**src/rtl/ahb_addr_decoder_if.sv**
```systemverilog
// AHB decoder bus bundle: address phase in, per-slave responses in, muxed response out.
interface ahb_addr_decoder_if #(
  parameter int unsigned SLAVE_NUM = 4,
  parameter int unsigned ADDR_W    = 32,
  parameter int unsigned DATA_W    = 32,
  parameter int unsigned IDX_W     = (SLAVE_NUM > 1) ? $clog2(SLAVE_NUM) : 1
);
  logic [ADDR_W-1:0]           HADDR;
  logic [1:0]                  HTRANS;
  logic [SLAVE_NUM*DATA_W-1:0] HRDATA_S;
  logic [SLAVE_NUM-1:0]        HREADYOUT_S;
  logic [SLAVE_NUM-1:0]        HRESP_S;
  logic [SLAVE_NUM-1:0]        HSEL;
  logic [DATA_W-1:0]           HRDATA;
  logic                        HREADY;
  logic                        HRESP;
  logic [IDX_W-1:0]            DATA_SEL;

  // Decoder side
  modport slave (
    input  HADDR, HTRANS, HRDATA_S, HREADYOUT_S, HRESP_S,
    output HSEL, HRDATA, HREADY, HRESP, DATA_SEL
  );

  // Surrounding fabric side (master plus slaves)
  modport master (
    output HADDR, HTRANS, HRDATA_S, HREADYOUT_S, HRESP_S,
    input  HSEL, HRDATA, HREADY, HRESP, DATA_SEL
  );
endinterface

```
**src/rtl/ahb_addr_decoder.sv**
```systemverilog
// AHB address decoder with data-phase response mux and built-in default slave.
module ahb_addr_decoder #(
  parameter int unsigned       SLAVE_NUM   = 4,
  parameter int unsigned       ADDR_W      = 32,
  parameter int unsigned       DATA_W      = 32,
  parameter int unsigned       REGION_BITS = 12,
  parameter logic [ADDR_W-1:0] BASE_ADDR   = '0
) (
  input logic               HCLK,
  input logic               HRESETn,
  ahb_addr_decoder_if.slave bus
);

  localparam int unsigned IDX_W  = (SLAVE_NUM > 1) ? $clog2(SLAVE_NUM) : 1;
  localparam int unsigned HI_LSB = REGION_BITS + IDX_W;

  localparam logic [1:0] HTRANS_NONSEQ = 2'd2;
  localparam logic [1:0] HTRANS_SEQ    = 2'd3;

  typedef enum logic [1:0] {
    D_IDLE = 2'd0,
    D_ERR1 = 2'd1,
    D_ERR2 = 2'd2
  } dstate_e;

  dstate_e          state_q, state_d;
  logic             dp_valid_q, dp_valid_d;
  logic [IDX_W-1:0] data_sel_q, data_sel_d;

  logic [IDX_W-1:0]     slot_c;
  logic                 mapped_c;
  logic                 active_c;
  logic                 err_req_c;
  logic [SLAVE_NUM-1:0] hsel_c;
  logic                 hready_c;
  logic                 hresp_c;
  logic [DATA_W-1:0]    hrdata_c;

  // Address-phase decode: window match above the slot field, slot must name a real slave
  always_comb begin
    slot_c    = bus.HADDR[REGION_BITS +: IDX_W];
    mapped_c  = ((bus.HADDR >> HI_LSB) == (BASE_ADDR >> HI_LSB)) &&
                (32'(slot_c) < SLAVE_NUM);
    active_c  = (bus.HTRANS == HTRANS_NONSEQ) || (bus.HTRANS == HTRANS_SEQ);
    err_req_c = !mapped_c && active_c;
    hsel_c    = '0;
    for (int unsigned i = 0; i < SLAVE_NUM; i++) begin
      hsel_c[i] = mapped_c && (slot_c == IDX_W'(i));
    end
  end

  // Data-phase response mux, default-slave outputs and next-state logic
  always_comb begin
    hready_c   = 1'b1;
    hresp_c    = 1'b0;
    hrdata_c   = '0;
    state_d    = state_q;
    dp_valid_d = dp_valid_q;
    data_sel_d = data_sel_q;

    if (dp_valid_q) begin
      for (int unsigned i = 0; i < SLAVE_NUM; i++) begin
        if (data_sel_q == IDX_W'(i)) begin
          hready_c = bus.HREADYOUT_S[i];
          hresp_c  = bus.HRESP_S[i];
          hrdata_c = bus.HRDATA_S[i*DATA_W +: DATA_W];
        end
      end
    end else begin
      case (state_q)
        D_ERR1: begin
          hready_c = 1'b0;
          hresp_c  = 1'b1;
        end
        D_ERR2: hresp_c = 1'b1;
        default: ;
      endcase
    end

    // A transfer is accepted only on a cycle where HREADY is high
    if (hready_c) begin
      dp_valid_d = mapped_c;
      if (mapped_c) data_sel_d = slot_c;
    end

    // Default-slave state tracks the two-cycle ERROR response of unmapped transfers
    case (state_q)
      D_IDLE:  state_d = (hready_c && err_req_c) ? D_ERR1 : D_IDLE;
      D_ERR1:  state_d = D_ERR2;
      D_ERR2:  state_d = (hready_c && err_req_c) ? D_ERR1 : D_IDLE;
      default: state_d = D_IDLE;
    endcase
  end

  // Data-phase and default-slave state registers
  always_ff @(posedge HCLK or negedge HRESETn) begin
    if (!HRESETn) begin
      state_q    <= D_IDLE;
      dp_valid_q <= 1'b0;
      data_sel_q <= '0;
    end else begin
      state_q    <= state_d;
      dp_valid_q <= dp_valid_d;
      data_sel_q <= data_sel_d;
    end
  end

  assign bus.HSEL     = hsel_c;
  assign bus.HREADY   = hready_c;
  assign bus.HRESP    = hresp_c;
  assign bus.HRDATA   = hrdata_c;
  assign bus.DATA_SEL = data_sel_q;

endmodule

```
**src/flat_wrapper.sv**
```systemverilog
// flat-port wrapper written by rule: the top's interface ports become plain ports
module ahb_addr_decoder_flat 
#(
  parameter int unsigned       SLAVE_NUM   = 4,
  parameter int unsigned       ADDR_W      = 32,
  parameter int unsigned       DATA_W      = 32,
  parameter int unsigned       REGION_BITS = 12,
  parameter logic [ADDR_W-1:0] BASE_ADDR   = '0
)
  (HCLK, HRESETn, bus_HADDR, bus_HTRANS, bus_HRDATA_S, bus_HREADYOUT_S, bus_HRESP_S, bus_HSEL, bus_HRDATA, bus_HREADY, bus_HRESP, bus_DATA_SEL);
  ahb_addr_decoder_if #(.SLAVE_NUM(SLAVE_NUM), .IDX_W(2), .ADDR_W(ADDR_W), .DATA_W(DATA_W)) bus_i ();
  input logic HCLK;
  input logic HRESETn;
  input wire logic [$bits(bus_i.HADDR)-1:0] bus_HADDR;
  input wire logic [$bits(bus_i.HTRANS)-1:0] bus_HTRANS;
  input wire logic [$bits(bus_i.HRDATA_S)-1:0] bus_HRDATA_S;
  input wire logic [$bits(bus_i.HREADYOUT_S)-1:0] bus_HREADYOUT_S;
  input wire logic [$bits(bus_i.HRESP_S)-1:0] bus_HRESP_S;
  output wire logic [$bits(bus_i.HSEL)-1:0] bus_HSEL;
  output wire logic [$bits(bus_i.HRDATA)-1:0] bus_HRDATA;
  output wire logic [$bits(bus_i.HREADY)-1:0] bus_HREADY;
  output wire logic [$bits(bus_i.HRESP)-1:0] bus_HRESP;
  output wire logic [$bits(bus_i.DATA_SEL)-1:0] bus_DATA_SEL;
  assign bus_i.HADDR = bus_HADDR;
  assign bus_i.HTRANS = bus_HTRANS;
  assign bus_i.HRDATA_S = bus_HRDATA_S;
  assign bus_i.HREADYOUT_S = bus_HREADYOUT_S;
  assign bus_i.HRESP_S = bus_HRESP_S;
  assign bus_HSEL = bus_i.HSEL;
  assign bus_HRDATA = bus_i.HRDATA;
  assign bus_HREADY = bus_i.HREADY;
  assign bus_HRESP = bus_i.HRESP;
  assign bus_DATA_SEL = bus_i.DATA_SEL;
  ahb_addr_decoder #(.SLAVE_NUM(SLAVE_NUM), .ADDR_W(ADDR_W), .DATA_W(DATA_W), .REGION_BITS(REGION_BITS), .BASE_ADDR(BASE_ADDR)) u_core (.HCLK(HCLK), .HRESETn(HRESETn), .bus(bus_i));
endmodule
```
**config.mk**
```make
export PLATFORM = sky130hd
export DESIGN_NAME = ahb_addr_decoder_flat
export DESIGN_NICKNAME = d
export VERILOG_FILES = /design/src/rtl/ahb_addr_decoder_if.sv /design/src/rtl/ahb_addr_decoder.sv /design/src/flat_wrapper.sv
export SDC_FILE = /design/constraint.sdc
export NUM_CORES = 1
export LEC_CHECK = 0
export BUFFER_PORTS_ARGS = -buffer_cell sky130_fd_sc_hd__buf_4
export CORE_AREA = 3 3 81 83
export CTS_BUF_LIST = sky130_fd_sc_hd__clkbuf_4
export DETAILED_ROUTE_END_ITERATION = 10
export DIE_AREA = 0 0 84 86
export HOLD_SLACK_MARGIN = 0.02
export PLACE_DENSITY = 0.66
export RECOVER_POWER = 100
export SLEW_MARGIN = 25
export SYNTH_ARGS = -nofsm -noshare
export SYNTH_HDL_FRONTEND = slang
export SYNTH_SLANG_ARGS = --single-unit
```
**constraint.sdc**
```tcl
create_clock -name HCLK -period 2.6 [get_ports HCLK]
set_clock_uncertainty 0.2 [all_clocks]
set_input_delay 0.39 -clock HCLK [delete_from_list [all_inputs] [get_ports HCLK]]
set_output_delay 0.39 -clock HCLK [all_outputs]
set_load 0.05 [all_outputs]
```
# == Word level (Yosys, flattened, before mapping) ==
# Cells that the tools add are included.
# word_totals
latch_bits,0
output_inout_bits,40
n_memories,0
mem_bits_rw,0
in_bits,172
regBits,5
rom_bits,0
# op_classes
add_sub_neg,0
magnitude_cmp,0
n_mul,0
n_reduce_logical,15
eq_ne,10
n_mux,19
div_mod_pow,0
bitwise,0
shift,0
# ops
cell,count
32-bit two-way mux,5
32-bit logical NOT,1
"2-bit == test, second input constant",7
1-bit two-way mux,13
"2-bit by 1-bit == test with 1-bit output, second input constant",3
1-bit logical AND,6
2-bit logical NOT,3
2-bit one-hot mux with 2 select lines,1
2-bit OR reduction,2
2-bit AND reduction,1
1-bit logical NOT,1
1-bit logical OR,1

# == Longest topological paths before layout ==
# Gate-level depths: netlist of run 1.
# logic_depth
word_depth,9
depth_mapped,6
depth_no_buf,6

# == Least setup slack after synthesis of run 1 ==
# OpenSTA, ideal clock, no wires.
# synth_timing
kind,input -> output
from,input port bus_HADDR[18]
to,output port bus_HSEL[1]
path_slack_ns,-0.272
stages,4
arrival_ns,2.282
cell_sequence,nor4_1 > nand3_1 > or2_2 > nor3b_1
# synth_via
elab_chain_cells,2
# synth_rtl
item,line,text
"start, declared",flat_wrapper.sv:14,input wire logic [$bits(bus_i.HADDR)-1:0] bus_HADDR;
32-bit logical NOT,ahb_addr_decoder.sv:42,mapped_c = ((bus.HADDR >> HI_LSB) == (BASE_ADDR >> HI_LSB)) &&
1-bit logical AND,ahb_addr_decoder.sv:48,hsel_c[i] = mapped_c && (slot_c == IDX_W'(i));
"end, declared",flat_wrapper.sv:19,output wire logic [$bits(bus_i.HSEL)-1:0] bus_HSEL;
# No other way between the ends.

# == Final worst setup path of run 1 ==
# layout_timing
from,register u_core.data_sel_q[0] (netlist: u_core.bus.DATA_SEL[0])
to,output port bus_HRDATA[19]
# layout_via
elab_chain_cells,6
elab_cells_between_ends,9
classes_between,eq/ne (3); mux (5); reduce/logical (1)
# layout_rtl
item,line,text
"start, declared",ahb_addr_decoder.sv:28,"logic [IDX_W-1:0] data_sel_q, data_sel_d;"
"start signal, assigned",ahb_addr_decoder.sv:104,data_sel_q <= data_sel_d;
2-bit logical NOT,ahb_addr_decoder.sv:63,if (data_sel_q == IDX_W'(i)) begin
32-bit two-way mux (3 in series),ahb_addr_decoder.sv:63,
32-bit two-way mux (*),ahb_addr_decoder.sv:63,
32-bit two-way mux (*),ahb_addr_decoder.sv:61,if (dp_valid_q) begin
"end, declared",flat_wrapper.sv:20,output wire logic [$bits(bus_i.HRDATA)-1:0] bus_HRDATA;
# Every way passes the cells marked *; elsewhere a longest branch is shown, timed or not.

==> results.cfg, run 1 <==
[status]
status = finished clean

[drt]
drc = 0
routed_wl_um = 6340
wl_per_cell_um = 16.4
vias_per_cell = 4.66
firstDrtPassIters = 4
drt_iter0_markers = 24
ant_nets = 0
num_vias = 1804

[floorplan]
fp.dieW_um = 84
start_util_pct = 23.4
fp-row-count = 28
die-height_um = 86
dieArea_um2 = 7220
num_io_pins = 212
fp.coreArea_um2 = 5920

[power]
p_leak_nw = 1.43
ir_worst_vdd_mv = 0.266
p_per_area_nw_per_um2 = 206

[yosys]
syn_nets = 292
synth_async_sr_flop_share_pct = 100
synth.top_cells.by_count = mux4_2, and2_1
syn_inst = 115
synth_most_common_cell = mux4_2
synthFlopType = dfrtp_1
syn_area_per_cell_um2 = 12.0
yosys.area.top_type = mux4_2
synth_edf_count = 0
synth-seq-cells = 5
ys_warn_count = 0
syn_area_um2 = 1380
synth_top_cell_area_share_pct = 53.8
ys_seq_area_share_pct = 9.05
synth_area_leaders = mux4_2, and2_1, dfrtp_1
ys_types = 24

[min_path]
hold_path_class = input pin to flip-flop

[critical_path]
worstPathRequired_ns = 2.01
critPathMaxFanout = 13
critical_path_class = flip-flop to output port
path_cells = buf_12, mux4_2, and2_1, clkbuf_4
critPathSlowestCell = dfrtp_4
critPathLaunchType = flip-flop
end_kind = output port
cp.arrival_ns = 1.89
critPathMaxStageDelay_ns = 0.57

[sta]
final_hold_viol_count = 0
tightest_slew_ns = 0.596
fmax_mhz = 403
period_share_pct = 95.3
slew_headroom_pct = 60.4
tns_ns = 0
final-setup-viol-count = 0
drv_slew = 0
period_needed_ns = 2.48
rsz0062_at_grt = no

[clocking]
cts-root-buf = clkbuf_4
cts_sinks = 5
clockBufferDepth = 2
path_clk_slew_ns = 0.04
cts_tree = yes
clk_latency_ns = 0.24
cts_made_buffers = 3
cts_setup_buffers = 0
cts_max_level = 1

[cells_and_area]
drive_gt1_share_pct = 78.8
fill_cells = 582
syn2layout_area_growth_pct = 117
diodes = 0
final_nets = 490
final_util_pct = 50.6

[placement]
port_buffers = 198
place_congestion = 0.800
dp_hpwl_um = 5630

[global_routing]
grt_start_max_net_pins = 25
antenna_found_initial = 0
grt_pass1_wl_um = 9740
grt_overflow = 0
grt_pass1_vias = 2007
track_usage_pct = 17.0

[flow_run]
drv_cap = 0
==> cell families (layout without fill, tap and decap cells) <==
family                     after synthesis  in the layout  synth area share (%)
adders and majority gates                5              5                  4.52
buffers and inverters                   16            213                  5.34
muxes                                   37             37                  58.1
and+or+nand+nor                         48             48                  20.8
DFF                                      5              5                  9.05
AOI/OAI and AO/OA                        4              4                  2.17
==> worst max-delay path: cells and delay by family, from the launching register on <==
kind / cells / cell delay, ns
buf+inv: 2 / 0.41
mux: 1 / 0.49
flops: 1 / 0.57
simple gates: 1 / 0.17
==> metrics by stage <==
stage / instance area (um^2) / total power, mW / hold WS (ns) / cells / setup WS, ns
2_1_floorplan: 1400 / 0.300 / -0.106 / 115 / 0.0428
3_3_place_gp: 2990 / 0.528 / -0.00754 / 382 / 0.277
3_5_place_dp: 2990 / 0.535 / -0.00619 / 382 / 0.282
4_1_cts: 3030 / 0.640 / 0.211 / 387 / 0.0207
5_1_grt: 3000 / 0.682 / 0.219 / 387 / 0.0110
6_report: 3000 / 0.619 / 0.224 / 387 / 0.121
==> report_power, final <==
| group | leakage (nW) | switching, mW | internal [mW] |
|---|---|---|---|
| sequential | 0.0659 | 0.0130 | 0.0928 |
| combinational | 1.34 | 0.175 | 0.241 |
| clock | 0.0184 | 0.0289 | 0.0682 |
==> flip-flops by register name, summed over array words and instances, names as in the netlist <==
name	flops
u_core.bus.DATA_SEL	2
u_core.dp_valid_q	1
u_core.state_q	2
==> cell usage in the layout, fill, tap and decap left out <==
master / count
and2_0: 8
clkbuf_4: 17
mux4_2: 33
buf_4: 176
ha_1: 5
nor2_1: 3
o21ai_0: 1
nand3_1: 1
and3_1: 1
clkbuf_2: 10
nor3_1: 2
nor3b_2: 2
mux4_1: 1
dfrtp_4: 1
and2_1: 24
buf_2: 1
mux2_1: 2
buf_12: 2
or2_2: 1
o211ai_1: 1
nor3_2: 1
a21oi_2: 1
nand2_1: 1
inv_1: 4
mux2_2: 1
nor4_1: 4
clkbuf_1: 2
dfrtp_1: 4
o2bb2ai_1: 1
dlygate4sd3_1: 1
==> final cells by class <==
type | count | area, um^2 | share of cell area [%]
flip-flops and latches | 5 | 129 | 4.30
clock buffers | 4 | 30.0 | 1.00
repair buffers | 205 | 1530 | 51.1
well taps | 75 | 93.8 | 3.13
multi-input cells | 94 | 1200 | 40.0
inverters | 4 | 15.0 | 0.501
==> worst paths after layout <==
kind                       slack [ns]                            endpoint  cells after the start                               start
setup / recovery                 0.12                      bus_HRDATA[19]                      4  u_core.bus.DATA_SEL[0]$_DFFE_PN0P_
hold / removal                   0.22  u_core.bus.DATA_SEL[1]$_DFFE_PN0P_                      2                       bus_HADDR[13]
hold reg to reg                  0.38         u_core.state_q[1]$_DFF_PN0_                      1         u_core.state_q[0]$_DFF_PN0_
max in group asynchronous        1.63  u_core.bus.DATA_SEL[0]$_DFFE_PN0P_                      2                             HRESETn
setup reg to reg                 0.50  u_core.bus.DATA_SEL[0]$_DFFE_PN0P_                      4  u_core.bus.DATA_SEL[0]$_DFFE_PN0P_
min in group asynchronous        0.34         u_core.state_q[1]$_DFF_PN0_                      2                             HRESETn
==> per-layer routing <==
metal,vias to the layer above,global-route usage (%),wire (um)
met5,-,0,0
met4,0,3.22,43
met3,4,5.57,773
met2,112,33.6,3450
met1,836,17.5,2070
li1,852,-,-
==> repair_timing <==
item	CTS	global route
resized for setup	0	1
endpoints found under the setup margin	0	25
hold buffers	1	0
endpoints found under the hold margin	5	0
Note: power is estimated with default switching activity, not from simulation.
==> run 2, diff against run 1 <==
MAX_ROUTING_LAYER = met4   (was default)
==> run 2 against run 1 <==
Cell count did not move. Global-route usage rose by 0.53 points. Cell area did not move. Count of clock-buffer cells in the layout did not move. Wire length did not move. Utilization did not move. Register-to-register slack barely moved. Via count rose by 0.17%. Critical path type unchanged. Maximum frequency barely moved. Hold slack improved by 0.0015 ns.
==> results.cfg, run 2 (synthesis results as in run 1) <==
[clocking]
cts_made_buffers = 3
clk_latency_ns = 0.24
cts-root-buf = clkbuf_4
cts_sinks = 5
cts_tree = yes
cts_max_level = 1
cts_setup_buffers = 0
clockBufferDepth = 2
path_clk_slew_ns = 0.04

[floorplan]
num_io_pins = 212
fp.coreArea_um2 = 5920
dieArea_um2 = 7220
die-height_um = 86
start_util_pct = 23.4
fp-row-count = 28
fp.dieW_um = 84

[min_path]
hold_path_class = input pin to flip-flop
hold_depth = 2
hp-start = bus_HADDR[13]
hold_end = u_core.bus.DATA_SEL[1]$_DFFE_PN0P_

[cells_and_area]
diodes = 0
syn2layout_area_growth_pct = 117
mostFrequentLayoutCell = buf_4
stdcell_area_um2 = 3000
final_cell_mix = buf_4, mux4_2, and2_1
drive_gt1_share_pct = 78.8
final_nets = 490

[flow_run]
drv_cap = 0

[global_routing]
track_usage_pct = 17.5
grt_util_met1_pct = 18.2
antenna_found_initial = 0
busiest_layer = met2
grt_overflow = 0
grt_pass1_vias = 2008
grt_pass1_wl_um = 9720
grt_start_max_net_pins = 25
use_met2_pct = 33.6
met3_usage_pct = 4.61

[power]
clkPwrFrac_pct = 15.7
p_leak_nw = 1.43
power_mw = 0.618
internal-power_mw = 0.402
p_sw_mw = 0.217
p_sw_share_pct = 35.0
seqPwrFrac_pct = 17.1
p_per_area_nw_per_um2 = 206
ir_worst_vdd_mv = 0.267
combPwrFrac_pct = 67.2

[sta]
fmax_mhz = 403
drv_slew = 0
period_needed_ns = 2.48
period_share_pct = 95.3
final-setup-viol-count = 0
tightest_slew_ns = 0.596
slew_headroom_pct = 60.4
final_hold_viol_count = 0
tns_ns = 0
rsz0062_at_grt = no
hold_slack_ns = 0.226

[critical_path]
cp.arrival_ns = 1.89
r2r_cells = 4
ff2ff_setup_slack_ns = 0.50
critPathSlowestCell = dfrtp_4
worstPathRequired_ns = 2.01
critPathMaxStageDelay_ns = 0.57
r2r-start = u_core.bus.DATA_SEL[0]$_DFFE_PN0P_
end_kind = output port
path_cells = buf_12, mux4_2, and2_1, clkbuf_4
critPathMaxFanout = 13
critical_path_class = flip-flop to output port
critPathLaunchType = flip-flop
timing.rr.end = u_core.bus.DATA_SEL[0]$_DFFE_PN0P_

[drt]
drt_iter0_markers = 18
wl_per_cell_um = 16.4
ant_nets = 0
drc = 0
vias_per_cell = 4.67
firstDrtPassIters = 4
routed_wl_um = 6340
num_vias = 1807

[placement]
post_dp_cell_area_um2 = 2990
port_buffers = 198
place_congestion = 0.811
dp_hpwl_um = 5630

[status]
status = finished clean
run 2: cell counts in the layout (fill, tap and decap cells not counted):
No cell type changed its count.
run 2: area by class of cell:
class / count / area (um^2)
fillers: 582 / 2920
repair buffers: 205 / 1530
multi-input cells: 94 / 1200
flip-flops and latches: 5 / 129
well taps: 75 / 93.8
clock buffers: 4 / 30.0
inverters: 4 / 15.0
run 2: layer usage:
| layer | vias to the layer above | part of all wire (%) |
|---|---|---|
| li1 | 852 | - |
| met4 | 0 | 0.68 |
| met5 | - | 0 |
| met1 | 837 | 34 |
| met2 | 114 | 54 |
| met3 | 4 | 11 |
run 2: timing repair:
item / CTS / global route
hold buffers: 1 / 0
endpoints found under the setup margin: 0 / 25
hold endpoints to repair: 5 / 0
resized for setup: 0 / 1
run 2: per-stage QoR:
stage                     util (%)  setup slack (ns)  cells
after floorplan                  -            0.0428    115
after global placement        50.5             0.277    382
after detailed placement      50.5             0.282    382
after CTS                     51.2            0.0207    387
after global routing          50.6            0.0110    387
final                         50.6             0.121    387
run 2: worst max-delay path, delay by kind of cell, from the launching register on:
family / cells / cell delay [ns]
buffers and inverters: 2 / 0.41
flip-flops: 1 / 0.57
multiplexers: 1 / 0.49
AND/OR/NAND/NOR: 1 / 0.17
run 2: power by group through the flow:
stage	clock (mW)	sequential [mW]	combinational [mW]
6_report	0.0972	0.106	0.415
5_1_grt	0.110	0.110	0.462
4_1_cts	0.103	0.106	0.431
3_5_place_dp	0	0.108	0.427
3_3_place_gp	0	0.107	0.421
2_1_floorplan	0	0.105	0.195
run 2: worst max path at each step:
stage / from / endpoint / slack [ns] / depth (start not counted)
floorplan: u_core.bus.DATA_SEL[0]$_DFFE_PN0P_ / bus_HRDATA[0] / 0.04 / 4
global route: u_core.bus.DATA_SEL[0]$_DFFE_PN0P_ / bus_HRDATA[21] / 0.01 / 4
CTS: u_core.bus.DATA_SEL[0]$_DFFE_PN0P_ / bus_HRDATA[16] / 0.02 / 4
finish: u_core.bus.DATA_SEL[0]$_DFFE_PN0P_ / bus_HRDATA[19] / 0.12 / 4
global placement: bus_HADDR[18] / bus_HSEL[1] / 0.28 / 6
detailed placement: u_core.bus.DATA_SEL[0]$_DFFE_PN0P_ / bus_HRDATA[16] / 0.28 / 4
==> run 3, diff against run 2 <==
CAP_MARGIN = 20   (was default)
CORE_AREA = 2 2 82 84   (was 3 3 81 83)
PLACE_DENSITY = default   (was 0.66)
==> run 3 against run 2 <==
Sequential share of layout area about the same. Die area unchanged. Sequential power about the same. Critical endpoint is now bus_HRDATA[31]. Via count increased by 1.8%. First-iteration DRC count increased by 39%. Cell count increased by 1.0%. Cell area decreased by 0.83%. Utilization decreased by 3.3 points. Worst setup slack improved by 0.031 ns. Maximum frequency increased by 1.3%.
==> results.cfg, run 3 (synthesis results as in run 1) <==
[status]
status = finished clean

[clocking]
clockBufferDepth = 2
cts_sinks = 5
clk_latency_ns = 0.25
path_clk_slew_ns = 0.05
cts_tree = yes
cts_max_level = 1
cts-root-buf = clkbuf_4
cts_made_buffers = 3

[drt]
drt_iter0_markers = 25
wl_met2_um = 3550
firstDrtPassIters = 4
dr.max_layer_used = met4
wl_per_cell_um = 16.2
routed_wl_um = 6330
ant_nets = 0
drt-met1-wl_um = 2170
drc = 0
vias_per_cell = 4.70
wl_met3_um = 535
num_vias = 1839

[critical_path]
end_kind = output port
critPathMaxFanout = 19
r2r-start = u_core.bus.DATA_SEL[0]$_DFFE_PN0P_
r2r_cells = 5
critPathMaxStageDelay_ns = 0.57
critPathSlowestCell = mux4_1
cp.arrival_ns = 1.86
ff2ff_setup_slack_ns = 0.54
worstPathRequired_ns = 2.01
critPathLaunchType = flip-flop
critical_path_class = flip-flop to output port
timing.rr.end = u_core.bus.DATA_SEL[0]$_DFFE_PN0P_
path_cells = buf_12, mux4_1, and2_1, clkbuf_4

[placement]
place_congestion = 0.763
dp_hpwl_um = 5580
port_buffers = 198

[min_path]
hold_depth = 2
hp-start = bus_HADDR[13]
hold_end = u_core.bus.DATA_SEL[1]$_DFFE_PN0P_
hold_path_class = input pin to flip-flop

[sta]
slew_headroom_pct = 60.4
tightest_slew_ns = 0.597
tns_ns = 0
fmax_mhz = 409
final_hold_viol_count = 0
rsz0062_at_grt = no
period_needed_ns = 2.45
period_share_pct = 94.1
final-setup-viol-count = 0
hold_slack_ns = 0.197
drv_slew = 0

[cells_and_area]
ff_latch_area_um2 = 126
multi_input_comb_area_um2 = 1200
final_cell_mix = buf_4, mux4_2, and2_1
syn2layout_area_growth_pct = 115
fill_cells = 624
drive_gt1_share_pct = 79.0
mostFrequentLayoutCell = buf_4
diodes = 0
final_nets = 492

[global_routing]
track_usage_pct = 17.9
grt_overflow = 0
grt_pass1_vias = 1988
grt_pass1_wl_um = 9800
grt_start_max_net_pins = 26
antenna_found_initial = 0

[flow_run]
drv_cap = 0

[floorplan]
dieArea_um2 = 7220
start_util_pct = 22.0
num_io_pins = 212
fp.dieW_um = 84
die-height_um = 86
fp.coreArea_um2 = 6280
fp-row-count = 29

[power]
seqPwrFrac_pct = 17.0
p_sw_mw = 0.227
internal-power_mw = 0.404
p_leak_nw = 1.44
ir_worst_vdd_mv = 0.202
p_per_area_nw_per_um2 = 212
clkPwrFrac_pct = 16.6
combPwrFrac_pct = 66.4
p_sw_share_pct = 36.0
[run 3: cell count changes in the layout (fill, tap and decap cells not counted)]
cell / previous run / this run
clkbuf_2: 10 / 31
buf_4: 176 / 165
clkbuf_4: 17 / 8
and2_0: 8 / 0
and2_1: 24 / 32
buf_12: 2 / 3
dfrtp_2: 0 / 1
dfrtp_4: 1 / 0
[run 3: through the flow]
| step | total power [mW] | area [um^2] | worst slack, ns | instances | util (%) |
|---|---|---|---|---|---|
| after detailed placement | 0.542 | 3010 | 0.219 | 384 | 47.9 |
| after global routing | 0.688 | 2970 | 0.0500 | 391 | 47.4 |
| final | 0.631 | 2970 | 0.152 | 391 | 47.4 |
| after CTS | 0.652 | 3060 | 0.136 | 391 | 48.8 |
| after floorplan | 0.300 | 1400 | 0.0428 | 115 | - |
| after global placement | 0.532 | 3010 | 0.290 | 384 | 47.9 |
[run 3: layer usage]
metal | up-vias | global-route usage, %
li1 | 855 | -
met1 | 857 | 19.0
met2 | 120 | 35.2
met3 | 7 | 2.89
met4 | 0 | 3.08
met5 | - | -
[run 3: how the worst max path moves through the flow]
stage                                       startpoint              to
floorplan           u_core.bus.DATA_SEL[0]$_DFFE_PN0P_   bus_HRDATA[0]
global placement                         bus_HADDR[26]     bus_HSEL[1]
detailed placement                       bus_HADDR[29]     bus_HSEL[1]
CTS                 u_core.bus.DATA_SEL[0]$_DFFE_PN0P_  bus_HRDATA[31]
global route        u_core.bus.DATA_SEL[0]$_DFFE_PN0P_      bus_HREADY
finish              u_core.bus.DATA_SEL[0]$_DFFE_PN0P_  bus_HRDATA[31]
[run 3: power groups by stage]
stage                     Combinational [mW]  Sequential [mW]  Clock (mW)
final                                  0.419            0.107       0.105
after global placement                 0.425            0.106           0
after detailed placement               0.433            0.109           0
after CTS                              0.436            0.108       0.109
after floorplan                        0.195            0.105           0
after global routing                   0.462            0.109       0.117
[run 3: layout make-up]
class,count,area share (%)
repair buffers,207,50.7
multi-input cells,94,40.3
flip-flops and latches,5,4.25
well taps,77,3.24
clock buffers,4,1.01
inverters,4,0.505
[run 3: critical path: cells and delay by family (launching register included)]
kind | cells | cell delay (ns)
buf+inv | 2 | 0.42
mux | 1 | 0.57
simple gates | 1 | 0.18
flops | 1 | 0.42
[run 3: repair_timing]
action,4_1_cts,5_1_grt
hold endpoints to repair,5,0
hold buffers,1,0
buffers inserted,2,0
gates resized for setup,0,0
endpoints found under the setup margin,1,0
